### config.mk
export PLATFORM = sky130hd
export DESIGN_NAME = musa_multicycle_ctrl
export DESIGN_NICKNAME = d
export VERILOG_FILES = /design/src/rtl/musa_ctrl_pkg.sv /design/src/rtl/musa_ctrl_decode.sv /design/src/rtl/musa_multicycle_ctrl.sv
export SDC_FILE = /design/constraint.sdc
export NUM_CORES = 1
export LEC_CHECK = 0
export BUFFER_PORTS_ARGS = -buffer_cell sky130_fd_sc_hd__buf_4
export CELL_PAD_IN_SITES_DETAIL_PLACEMENT = 0
export CELL_PAD_IN_SITES_GLOBAL_PLACEMENT = 1
export CORE_MARGIN = 5
export CORE_UTILIZATION = 41
export CTS_BUF_LIST = sky130_fd_sc_hd__clkbuf_4 sky130_fd_sc_hd__clkbuf_8
export CTS_CLUSTER_SIZE = 40
export DETAILED_ROUTE_END_ITERATION = 10
export MAX_ROUTING_LAYER = met4
export PLACE_DENSITY_LB_ADDON = 0.1
export SLEW_MARGIN = 10
export SYNTH_ARGS = -nofsm -noshare
export SYNTH_HDL_FRONTEND = slang
export SYNTH_SLANG_ARGS = --single-unit
### constraint.sdc
create_clock -name clk -period 2.1 [get_ports clk]
set_input_delay 0.105 -clock clk [delete_from_list [all_inputs] [get_ports clk]]
set_output_delay 0.105 -clock clk [all_outputs]
set_load 0.005 [all_outputs]
### src/rtl/musa_ctrl_pkg.sv
// Shared MUSA controller definitions: opcodes, ALU functs, PC source codes, FSM states, instruction classes.
// Consumed by both the multi-cycle controller and its opcode decoder.
package musa_ctrl_pkg;

  localparam logic [5:0] OP_R    = 6'b000000;
  localparam logic [5:0] OP_ADDI = 6'b001000;
  localparam logic [5:0] OP_SUBI = 6'b001110;
  localparam logic [5:0] OP_ANDI = 6'b001100;
  localparam logic [5:0] OP_ORI  = 6'b001101;
  localparam logic [5:0] OP_LW   = 6'b100011;
  localparam logic [5:0] OP_SW   = 6'b101011;
  localparam logic [5:0] OP_JR   = 6'b010000;
  localparam logic [5:0] OP_JPC  = 6'b001001;
  localparam logic [5:0] OP_BRFL = 6'b010001;
  localparam logic [5:0] OP_CALL = 6'b000011;
  localparam logic [5:0] OP_RET  = 6'b000111;
  localparam logic [5:0] OP_NOP  = 6'b000001;
  localparam logic [5:0] OP_HALT = 6'b000010;

  localparam logic [5:0] FN_ADD = 6'b100000;
  localparam logic [5:0] FN_SUB = 6'b100010;
  localparam logic [5:0] FN_AND = 6'b100100;
  localparam logic [5:0] FN_OR  = 6'b100101;

  localparam logic [1:0] PC_INC = 2'b00;
  localparam logic [1:0] PC_REG = 2'b01;
  localparam logic [1:0] PC_REL = 2'b10;
  localparam logic [1:0] PC_STK = 2'b11;

  typedef enum logic [2:0] {
    ST_IDLE, ST_FETCH, ST_DECODE, ST_EXEC, ST_MEM, ST_WB, ST_HALT, ST_TRAP
  } state_e;

  typedef enum logic [3:0] {
    CLS_NOP, CLS_HALT, CLS_ILL, CLS_R, CLS_IMM, CLS_LW, CLS_SW,
    CLS_JR, CLS_JPC, CLS_BRFL, CLS_CALL, CLS_RET
  } cls_e;

endpackage

### src/rtl/musa_ctrl_decode.sv
// Combinational opcode classifier: instruction class, illegal flag and the ALU funct implied by
// immediate/memory opcodes. No state, no handshake.
module musa_ctrl_decode
  import musa_ctrl_pkg::*;
#(
  parameter int OPCODE_W = 6,
  parameter int FUNCT_W  = 6
) (
  input  logic [OPCODE_W-1:0] opcode_i,
  output cls_e                cls_o,
  output logic                illegal_o,
  output logic [FUNCT_W-1:0]  imm_funct_o
);

  always_comb begin
    cls_o       = CLS_ILL;
    imm_funct_o = '0;
    case (opcode_i)
      OPCODE_W'(OP_R):    cls_o = CLS_R;
      OPCODE_W'(OP_ADDI): begin cls_o = CLS_IMM; imm_funct_o = FUNCT_W'(FN_ADD); end
      OPCODE_W'(OP_SUBI): begin cls_o = CLS_IMM; imm_funct_o = FUNCT_W'(FN_SUB); end
      OPCODE_W'(OP_ANDI): begin cls_o = CLS_IMM; imm_funct_o = FUNCT_W'(FN_AND); end
      OPCODE_W'(OP_ORI):  begin cls_o = CLS_IMM; imm_funct_o = FUNCT_W'(FN_OR);  end
      OPCODE_W'(OP_LW):   begin cls_o = CLS_LW;  imm_funct_o = FUNCT_W'(FN_ADD); end
      OPCODE_W'(OP_SW):   begin cls_o = CLS_SW;  imm_funct_o = FUNCT_W'(FN_ADD); end
      OPCODE_W'(OP_JR):   cls_o = CLS_JR;
      OPCODE_W'(OP_JPC):  cls_o = CLS_JPC;
      OPCODE_W'(OP_BRFL): cls_o = CLS_BRFL;
      OPCODE_W'(OP_CALL): cls_o = CLS_CALL;
      OPCODE_W'(OP_RET):  cls_o = CLS_RET;
      OPCODE_W'(OP_NOP):  cls_o = CLS_NOP;
      OPCODE_W'(OP_HALT): cls_o = CLS_HALT;
      default: ;
    endcase
  end

  assign illegal_o = (cls_o == CLS_ILL);

endmodule

### src/rtl/musa_multicycle_ctrl.sv
// MUSA multi-cycle controller: FETCH/DECODE/EXEC/MEM/WB sequencing, 2..5 cycles per instruction plus memory waits.
// Stalls in FETCH/MEM until the ack arrives; traps with bus_err after MEM_TIMEOUT unacked cycles.
module musa_multicycle_ctrl
  import musa_ctrl_pkg::*;
#(
  parameter int OPCODE_W    = 6,
  parameter int FUNCT_W     = 6,
  parameter int MEM_TIMEOUT = 15
) (
  input  logic                clk,
  input  logic                rst_n,
  input  logic [OPCODE_W-1:0] opcode_in,
  input  logic [FUNCT_W-1:0]  funct_in,
  input  logic                flag_in,
  input  logic                imem_ack,
  input  logic                dmem_ack,
  output logic                imem_req,
  output logic                ir_load,
  output logic                pc_write,
  output logic [1:0]          pc_src,
  output logic                reg_write,
  output logic                alu_src_imm,
  output logic [FUNCT_W-1:0]  alu_funct,
  output logic                dmem_req,
  output logic                dmem_we,
  output logic                mem_to_reg,
  output logic                push,
  output logic                pop,
  output logic                halted,
  output logic                illegal,
  output logic                bus_err
);

  localparam int CNT_W = (MEM_TIMEOUT < 2) ? 1 : $clog2(MEM_TIMEOUT + 1);

  state_e              state_q, state_d;
  logic [OPCODE_W-1:0] opcode_q;
  logic [FUNCT_W-1:0]  funct_q;
  logic [CNT_W-1:0]    wait_q, wait_d;
  logic                halted_q, halted_d, illegal_q, illegal_d, bus_err_q, bus_err_d;

  cls_e                cls;
  logic                dec_illegal;
  logic [FUNCT_W-1:0]  imm_funct;
  logic                ack, timeout;

  musa_ctrl_decode #(.OPCODE_W(OPCODE_W), .FUNCT_W(FUNCT_W)) u_decode (
    .opcode_i    (opcode_q),
    .cls_o       (cls),
    .illegal_o   (dec_illegal),
    .imm_funct_o (imm_funct)
  );

  // The cycle that would complete the MEM_TIMEOUT-th unacked wait traps; an ack in that cycle wins.
  assign ack     = (state_q == ST_FETCH) ? imem_ack : dmem_ack;
  assign timeout = (MEM_TIMEOUT != 0) && !ack && (int'(wait_q) + 1 >= MEM_TIMEOUT);

  always_comb begin
    state_d   = state_q;
    wait_d    = '0;
    halted_d  = halted_q;
    illegal_d = illegal_q;
    bus_err_d = bus_err_q;
    case (state_q)
      ST_IDLE:  state_d = ST_FETCH;
      ST_FETCH: begin
        if (ack) state_d = ST_DECODE;
        else if (timeout) begin state_d = ST_TRAP; bus_err_d = 1'b1; end
        else if (MEM_TIMEOUT != 0) wait_d = wait_q + 1'b1;
      end
      ST_DECODE: begin
        if (dec_illegal) begin state_d = ST_TRAP; illegal_d = 1'b1; end
        else if (cls == CLS_NOP) state_d = ST_FETCH;
        else if (cls == CLS_HALT) begin state_d = ST_HALT; halted_d = 1'b1; end
        else state_d = ST_EXEC;
      end
      ST_EXEC: begin
        case (cls)
          CLS_R, CLS_IMM: state_d = ST_WB;
          CLS_LW, CLS_SW: state_d = ST_MEM;
          default:        state_d = ST_FETCH;
        endcase
      end
      ST_MEM: begin
        if (ack) state_d = (cls == CLS_LW) ? ST_WB : ST_FETCH;
        else if (timeout) begin state_d = ST_TRAP; bus_err_d = 1'b1; end
        else if (MEM_TIMEOUT != 0) wait_d = wait_q + 1'b1;
      end
      ST_WB:   state_d = ST_FETCH;
      ST_HALT: state_d = ST_HALT;
      ST_TRAP: state_d = ST_TRAP;
      default: state_d = ST_IDLE;
    endcase
  end

  always_ff @(posedge clk or negedge rst_n) begin
    if (!rst_n) begin
      state_q   <= ST_IDLE;
      opcode_q  <= '0;
      funct_q   <= '0;
      wait_q    <= '0;
      halted_q  <= 1'b0;
      illegal_q <= 1'b0;
      bus_err_q <= 1'b0;
    end else begin
      state_q   <= state_d;
      wait_q    <= wait_d;
      halted_q  <= halted_d;
      illegal_q <= illegal_d;
      bus_err_q <= bus_err_d;
      if (state_q == ST_FETCH && imem_ack) begin
        opcode_q <= opcode_in;
        funct_q  <= funct_in;
      end
    end
  end

  always_comb begin
    imem_req    = 1'b0;
    ir_load     = 1'b0;
    pc_write    = 1'b0;
    pc_src      = PC_INC;
    reg_write   = 1'b0;
    alu_src_imm = 1'b0;
    alu_funct   = '0;
    dmem_req    = 1'b0;
    dmem_we     = 1'b0;
    mem_to_reg  = 1'b0;
    push        = 1'b0;
    pop         = 1'b0;
    case (state_q)
      ST_FETCH: begin
        imem_req = 1'b1;
        if (imem_ack) begin ir_load = 1'b1; pc_write = 1'b1; end
      end
      ST_EXEC: begin
        case (cls)
          CLS_R:                  alu_funct = funct_q;
          CLS_IMM, CLS_LW, CLS_SW: begin alu_src_imm = 1'b1; alu_funct = imm_funct; end
          CLS_JR:   begin pc_write = 1'b1; pc_src = PC_REG; end
          CLS_JPC:  begin pc_write = 1'b1; pc_src = PC_REL; end
          CLS_BRFL: begin pc_write = flag_in; pc_src = PC_REL; end
          CLS_CALL: begin push = 1'b1; pc_write = 1'b1; pc_src = PC_REL; end
          CLS_RET:  begin pop = 1'b1; pc_write = 1'b1; pc_src = PC_STK; end
          default: ;
        endcase
      end
      ST_MEM: begin
        dmem_req = 1'b1;
        dmem_we  = (cls == CLS_SW);
      end
      ST_WB: begin
        reg_write  = 1'b1;
        mem_to_reg = (cls == CLS_LW);
      end
      default: ;
    endcase
  end

  assign halted  = halted_q;
  assign illegal = illegal_q;
  assign bus_err = bus_err_q;

endmodule

## Word-level counts from Yosys, hierarchy flattened

Cells that the tools add are included.

- Memories kept: 0
- Memory bits (writable): 0
- Output and inout bits: 21
- Flip-flop bits (word level): 22
- Latch bits: 0
- Memory bits (read-only): 0

- Divide/modulo/power cells: 0
- Shifts and indexed selects: 0
- Bitwise logic cells: 3
- Order comparisons: 1
- Eq/ne operators: 31
- Mux-type cells: 34
- Reduce and logical (&&, ||, !) cells: 18
- Multipliers: 0
- Add/sub/neg operators: 2

Operator list:

| cell | count |
|---|---|
| 4-bit case mux with 11 select lines | 1 |
| 6-bit by 4-bit equality test with 1-bit output, second input constant | 5 |
| 6-bit case mux with 4 select lines | 1 |
| 3-bit 2-to-1 mux | 7 |
| 3-bit case mux with 7 select lines | 1 |
| 4-bit by 3-bit equality test with 1-bit output, second input constant | 4 |
| 4-bit equality test, second input constant | 4 |
| 1-bit 2-to-1 mux | 14 |
| 3-bit equality test, second input constant | 4 |
| 6-bit by 2-bit equality test with 1-bit output, second input constant | 2 |
| 6-bit by 5-bit equality test with 1-bit output, second input constant | 2 |
| 6-bit equality test, second input constant | 2 |
| 4-bit 2-to-1 mux | 3 |
| 6-bit case mux with 2 select lines | 1 |
| 3-bit OR reduction | 3 |
| 4-bit by 2-bit equality test with 1-bit output, second input constant | 2 |
| 2-bit OR reduction | 4 |
| 4-bit OR reduction | 2 |
| 3-bit by 2-bit equality test with 1-bit output, second input constant | 2 |
| 6-bit by 1-bit equality test with 1-bit output, second input constant | 1 |
| 6-bit by 3-bit equality test with 1-bit output, second input constant | 1 |
| 6-bit logical NOT | 1 |
| 6-bit 2-to-1 mux | 1 |
| 2-bit case mux with 3 select lines | 1 |
| other kinds (16) | 20 |

## Logic depth before layout (Yosys ltp)

- Depth after elaboration: 8
- Gate-level depth with buffers: 7
- Gate-level depth less buffers: 7

## By module

Synthesis repeated with hierarchy kept, for this count alone.

- Cell total of the unflattened synthesis: 172
- Area, all modules: 1647.8 um^2

Modules (own cells, without submodules):

| module | area each (um^2) | seq. area each (um^2) | cells an instance | times used |
|---|---|---|---|---|
| musa_multicycle_ctrl | 1288.7 | 550.5 | 120 | 1 |
| musa_ctrl_decode | 359.1 | 0.0 | 52 | 1 |

## Worst setup path before layout

OpenSTA, ideal clock, no wires.

- Kind: reg-to-reg
- Start: reg wait_q[0]
- End: reg wait_q[2]
- Setup slack: 0.311 ns
- Buffers on the path: 0
- Arrival: 1.668 ns
- Data required time: 1.979 ns
- Library setup time: 0.121 ns
- Stages on the path, launching flop included: 8
- Cell sequence: dfrtp_1 > inv_1 > ha_1 > o21bai_1 > nand3b_1 > a221oi_2 > a311o_1 > nor2_1

- Word-level cells in the longest chain between the ends: 6

RTL lines:

| what | line | text |
|---|---|---|
| start, declared | musa_multicycle_ctrl.sv:39 | `logic [CNT_W-1:0] wait_q, wait_d;` |
| start signal, assigned | musa_multicycle_ctrl.sv:107 | `wait_q <= wait_d;` |
| 4-bit by 1-bit adder with 5-bit output | musa_multicycle_ctrl.sv:56 | `assign timeout = (MEM_TIMEOUT != 0) && !ack && (int'(wait_q) + 1 >= MEM_TIMEOUT);` |
| 5-bit by 4-bit >= comparator with 1-bit output | musa_multicycle_ctrl.sv:56 |  |
| 1-bit logical AND | musa_multicycle_ctrl.sv:56 |  |
| 4-bit 2-to-1 mux * | musa_multicycle_ctrl.sv:68 | `else if (timeout) begin state_d = ST_TRAP; bus_err_d = 1'b1; end` |
| 4-bit 2-to-1 mux * | musa_multicycle_ctrl.sv:67 | `if (ack) state_d = ST_DECODE;` |
| 4-bit 2-to-1 mux * | - |  |
| via wait_d[2] | musa_multicycle_ctrl.sv:39 |  |

The timed path passes the listed nets; every way through them passes the cells marked *.
A chain may end at the register's enable or synchronous reset.

## Worst setup path after layout

- Start: reg opcode_q[1]
- End: out alu_funct[0]

- Word-level cells in the longest chain between the ends: 7

RTL lines:

| what | line | text |
|---|---|---|
| start, declared | musa_multicycle_ctrl.sv:37 | `logic [OPCODE_W-1:0] opcode_q;` |
| start signal, assigned | musa_multicycle_ctrl.sv:112 | `opcode_q <= opcode_in;` |
| 6-bit by 4-bit equality test with 1-bit output | musa_ctrl_decode.sv:18 | `case (opcode_i)` |
| 4-bit OR reduction (no source line) | - |  |
| 4-bit case mux with 11 select lines | musa_ctrl_decode.sv:18 |  |
| 4-bit by 3-bit equality test with 1-bit output | musa_multicycle_ctrl.sv:137 | `case (cls)` |
| 3-bit OR reduction | musa_multicycle_ctrl.sv:137 |  |
| 6-bit case mux with 2 select lines * | musa_multicycle_ctrl.sv:137 |  |
| 6-bit 2-to-1 mux * | musa_multicycle_ctrl.sv:131 | `case (state_q)` |
| end, declared | musa_multicycle_ctrl.sv:23 | `output logic [FUNCT_W-1:0] alu_funct,` |

Every way passes the cells marked *; elsewhere a longest branch is shown, timed or not.

==> summary.md <==
| Metric | Value |
|---|---|
| Status | `complete, no violations` |
| Yosys warns | `0` |
| Initial antenna violation count | `0` |
| TritonCTS clock tree | `yes` |
| Leak Pwr | `0.974 nW` |
| Share of cells above drive strength 1 | `35.2%` |
| Final setup fails | `0` |
| Worst Setup End Kind | `output port` |
| Number of synthesized flops with an enable pin | `0` |
| Initial core utilization | `42.4%` |
| Worst rel slew slack | `70.8%` |
| Hpwl dp | `2890 microns` |
| Path depth of the worst reg2reg path | `8` |
| Antenna fix cells | `0` |
| Unrepaired setup endpoints after global routing | `false` |
| Die area | `0.00511 sq mm` |
| Synth unique cells | `50` |
| Mean area per synthesized cell | `9.07 sq um` |
| Most frequent cell after synthesis | `dfrtp_1` |
| Final Max Slew Viols | `0` |
| Synth Area in Adders | `1.61%` |
| Share of the synthesized area in the top cell type | `35.5%` |
| Worst Path Buf+Inv | `1` |
| Clock Latency Late Sink | `0.27 ns` |
| Clk sinks | `22` |
| Iter 0 DRT Violations | `154` |
| Post-synthesis net count | `190` |
| Skew final | `0.00466 ns` |
| Worst reg2reg path startpoint | `wait_q[0]` |
| Final TNS setup | `0 ns` |
| Die outline height | `71.5 microns` |
| Die W | `71.5 microns` |
| Max-Cap Viols | `0` |
| Fill cells | `341` |
| Critical Path Stages | `5` |
| Grt ovf | `0` |
| Vias per std cell | `5.31` |
| Routed wire length | `3950 microns` |
| Placed cell areas | `0.00182 sq mm` |
| Register bit total from synthesis | `22` |
| Via count | `1369` |
| Slowest CP cell | `or4_4` |
| First-pass GRT wire length | `6580 microns` |
| Final worst path period need | `2.00 ns` |
| FFs w/ async S/R, synth | `100%` |
| Fin. Hold Viols | `0` |
| Ports | `38` |
| Clock buffer depth | `2` |
| Largest net degree at the start of global routing | `23` |
| Peak Freq | `500 MHz` |
| Critical path origin | `opcode_q[1]` |
| ANT nets after route | `0` |
| CP delay by family, top | `simple AND/OR/NAND/NOR gates` |
| Tcrit/Tclk final | `95.2%` |
| Htree depth | `1` |
| CP required | `2.00 ns` |
| Arr. time, crit path | `1.89 ns` |
| Post-Synthesis Cells | `171` |
| Area delta synth->final | `25.6%` |
| Max incr delay on CP | `0.58 ns` |
| Compound-Gate Fraction of Synth Area | `16.3%` |
| Crit path capture | `alu_funct[0]` |
| Post-synthesis mux area share | `7.18%` |
| Clock slew at reported path FFs | `0.09 ns` |
| Reg2reg end | `state_q[2]` |
| Hold crit path type | `input pin to flip-flop` |
| Synth Cell Area | `0.00155 sq mm` |
| I/O Buffers | `37` |
| Pwr Density | `445 mW/mm^2` |
| Most frequent cells after synthesis | `22 x dfrtp_1, 18 x nor2_1, 10 x nand2_1, 10 x o21ai_0, 9 x mux2_2` |
| GPL Wtd Cong | `0.830` |
| CTS buffer count | `3` |
| Pin slew with the least headroom to its limit | `0.434 ns` |
| CP Class | `flip-flop to output port` |
| Std-Cell Rows | `22` |
| Detailed-route DRC error count | `0` |
| Placed cell count | `249` |
| All-layer global routing usage | `16.5%` |
| Core footprint | `0.00366 sq mm` |
| Largest family of logic cells by synthesized area | `simple AND/OR/NAND/NOR gates` |
| Register area share after synthesis | `35.5%` |
| Total Power | `868 uW` |
| Dominant synthesized flop cell | `dfrtp_1` |
| Drt first pass iters | `4` |
| Critical Path Source Type | `flip-flop` |
| Synth area leaders | `dfrtp_1 35%, mux2_2 6.5%, nor2_1 4.4%` |
| Layout Cells excl Fill | `258` |
| Vias in the first global route | `1351` |
| CTS Root Cell | `clkbuf_8` |
| Worst path cell trace | `or4_4 -> nor2_2 -> nand3b_1 -> a21oi_1 -> buf_4` |
| Crit-path max FO | `14` |
| DR WL/cell | `15.3 microns` |
| Synth area leader | `dfrtp_1` |
| Peak VDD IR | `0.303 mV` |
| Final instance area | `0.00195 sq mm` |
| Final #Nets | `230` |
| Post-Synth XOR/XNOR Area | `2.26%` |
| R2r setup slk | `0.14 ns` |
| Post-Synth Simple-Gate Area | `29.3%` |
[cell families (layout without fill, tap and decap cells)]
| group | after synthesis | in the layout |
|---|---|---|
| xor gates and xnor gates | 4 | 4 |
| DFF | 22 | 22 |
| muxes | 10 | 10 |
| buffers and inverters | 18 | 57 |
| adders and majority gates | 2 | 2 |
| and+or+nand+nor | 78 | 78 |
| AOI/OAI and AO/OA | 37 | 37 |
[per-layer routing]
layer | global-route usage [%] | wire (microns) | vias up | part of all wire, %
met5 | - | 0 | - | 0
met4 | 2.51 | 8 | 0 | 0.20
met3 | 3.09 | 227 | 2 | 5.8
met2 | 26.0 | 1850 | 38 | 47
met1 | 22.5 | 1860 | 631 | 47
li1 | - | - | 698 | -
[sequential cells by signal (all words and copies together), names as in the netlist]
name / cells
bus_err: 1
funct_q: 6
halted: 1
illegal: 1
opcode_q: 6
state_q: 3
wait_q: 4
[cell type report]
type / count / area, sq um / area share [%]
inverters: 8 / 30.0 / 1.54
well taps: 48 / 60.1 / 3.08
clock buffers: 3 / 41.3 / 2.12
clock inverters: 1 / 30.0 / 1.54
flip-flops and latches: 22 / 559 / 28.7
multi-input cells: 131 / 888 / 45.6
repair buffers: 45 / 340 / 17.5
[per-stage QoR]
step           hold slack [ns]  utilization [%]  worst slack, ns
2_1_floorplan           -0.191                -            0.311
3_3_place_gp            0.0213             49.7            0.205
3_5_place_dp            0.0247             49.7           0.0721
4_1_cts                 0.0593             52.1           0.0118
5_1_grt                 0.0600             53.2           0.0113
6_report                0.0646             53.2            0.101
[worst min path at each step]
stage / from / slack (ns) / end / cells past startpoint
detailed placement: rst_n / 0.02 / opcode_q[1] / 1
CTS: funct_in[4] / 0.06 / funct_q[4] / 2
finish: funct_in[4] / 0.06 / funct_q[4] / 2
global placement: rst_n / 0.02 / illegal / 1
global route: funct_in[5] / 0.06 / funct_q[5] / 2
floorplan: rst_n / -0.19 / bus_err / 0
[what timing repair did]
| action | 4_1_cts | 5_1_grt |
|---|---|---|
| endpoints found under the setup margin | 5 | 12 |
| gates cloned | 0 | 0 |
| setup buffers | 0 | 4 |
| hold buffers | 1 | 0 |
| resized for setup | 4 | 7 |
| hold endpoints to repair | 22 | 0 |
| pin swaps | 0 | 2 |
[placed cells by master, fill, tap and decap left out, types with 2 or more instances in the layout]
master,count
o21ai_1,2
nand2b_1,7
a31oi_1,2
ha_1,2
nand3_1,7
inv_1,8
buf_4,44
dfrtp_1,15
nor2_1,17
o21ai_0,10
nand2_1,10
clkbuf_8,3
dfrtp_2,7
and3_1,6
or3_1,4
nor3_1,6
xnor2_1,3
a211oi_1,2
nor2_2,2
mux2_2,9
nand3b_1,4
nor4_1,3
a21oi_1,7
[power breakdown]
part	switching [mW]	internal, mW	total (mW)
logic	0.0166	0.0216	0.0382
registers	0	0.423	0.423
clock network	0.152	0.255	0.406
Note: power is estimated with default switching activity, not from simulation.
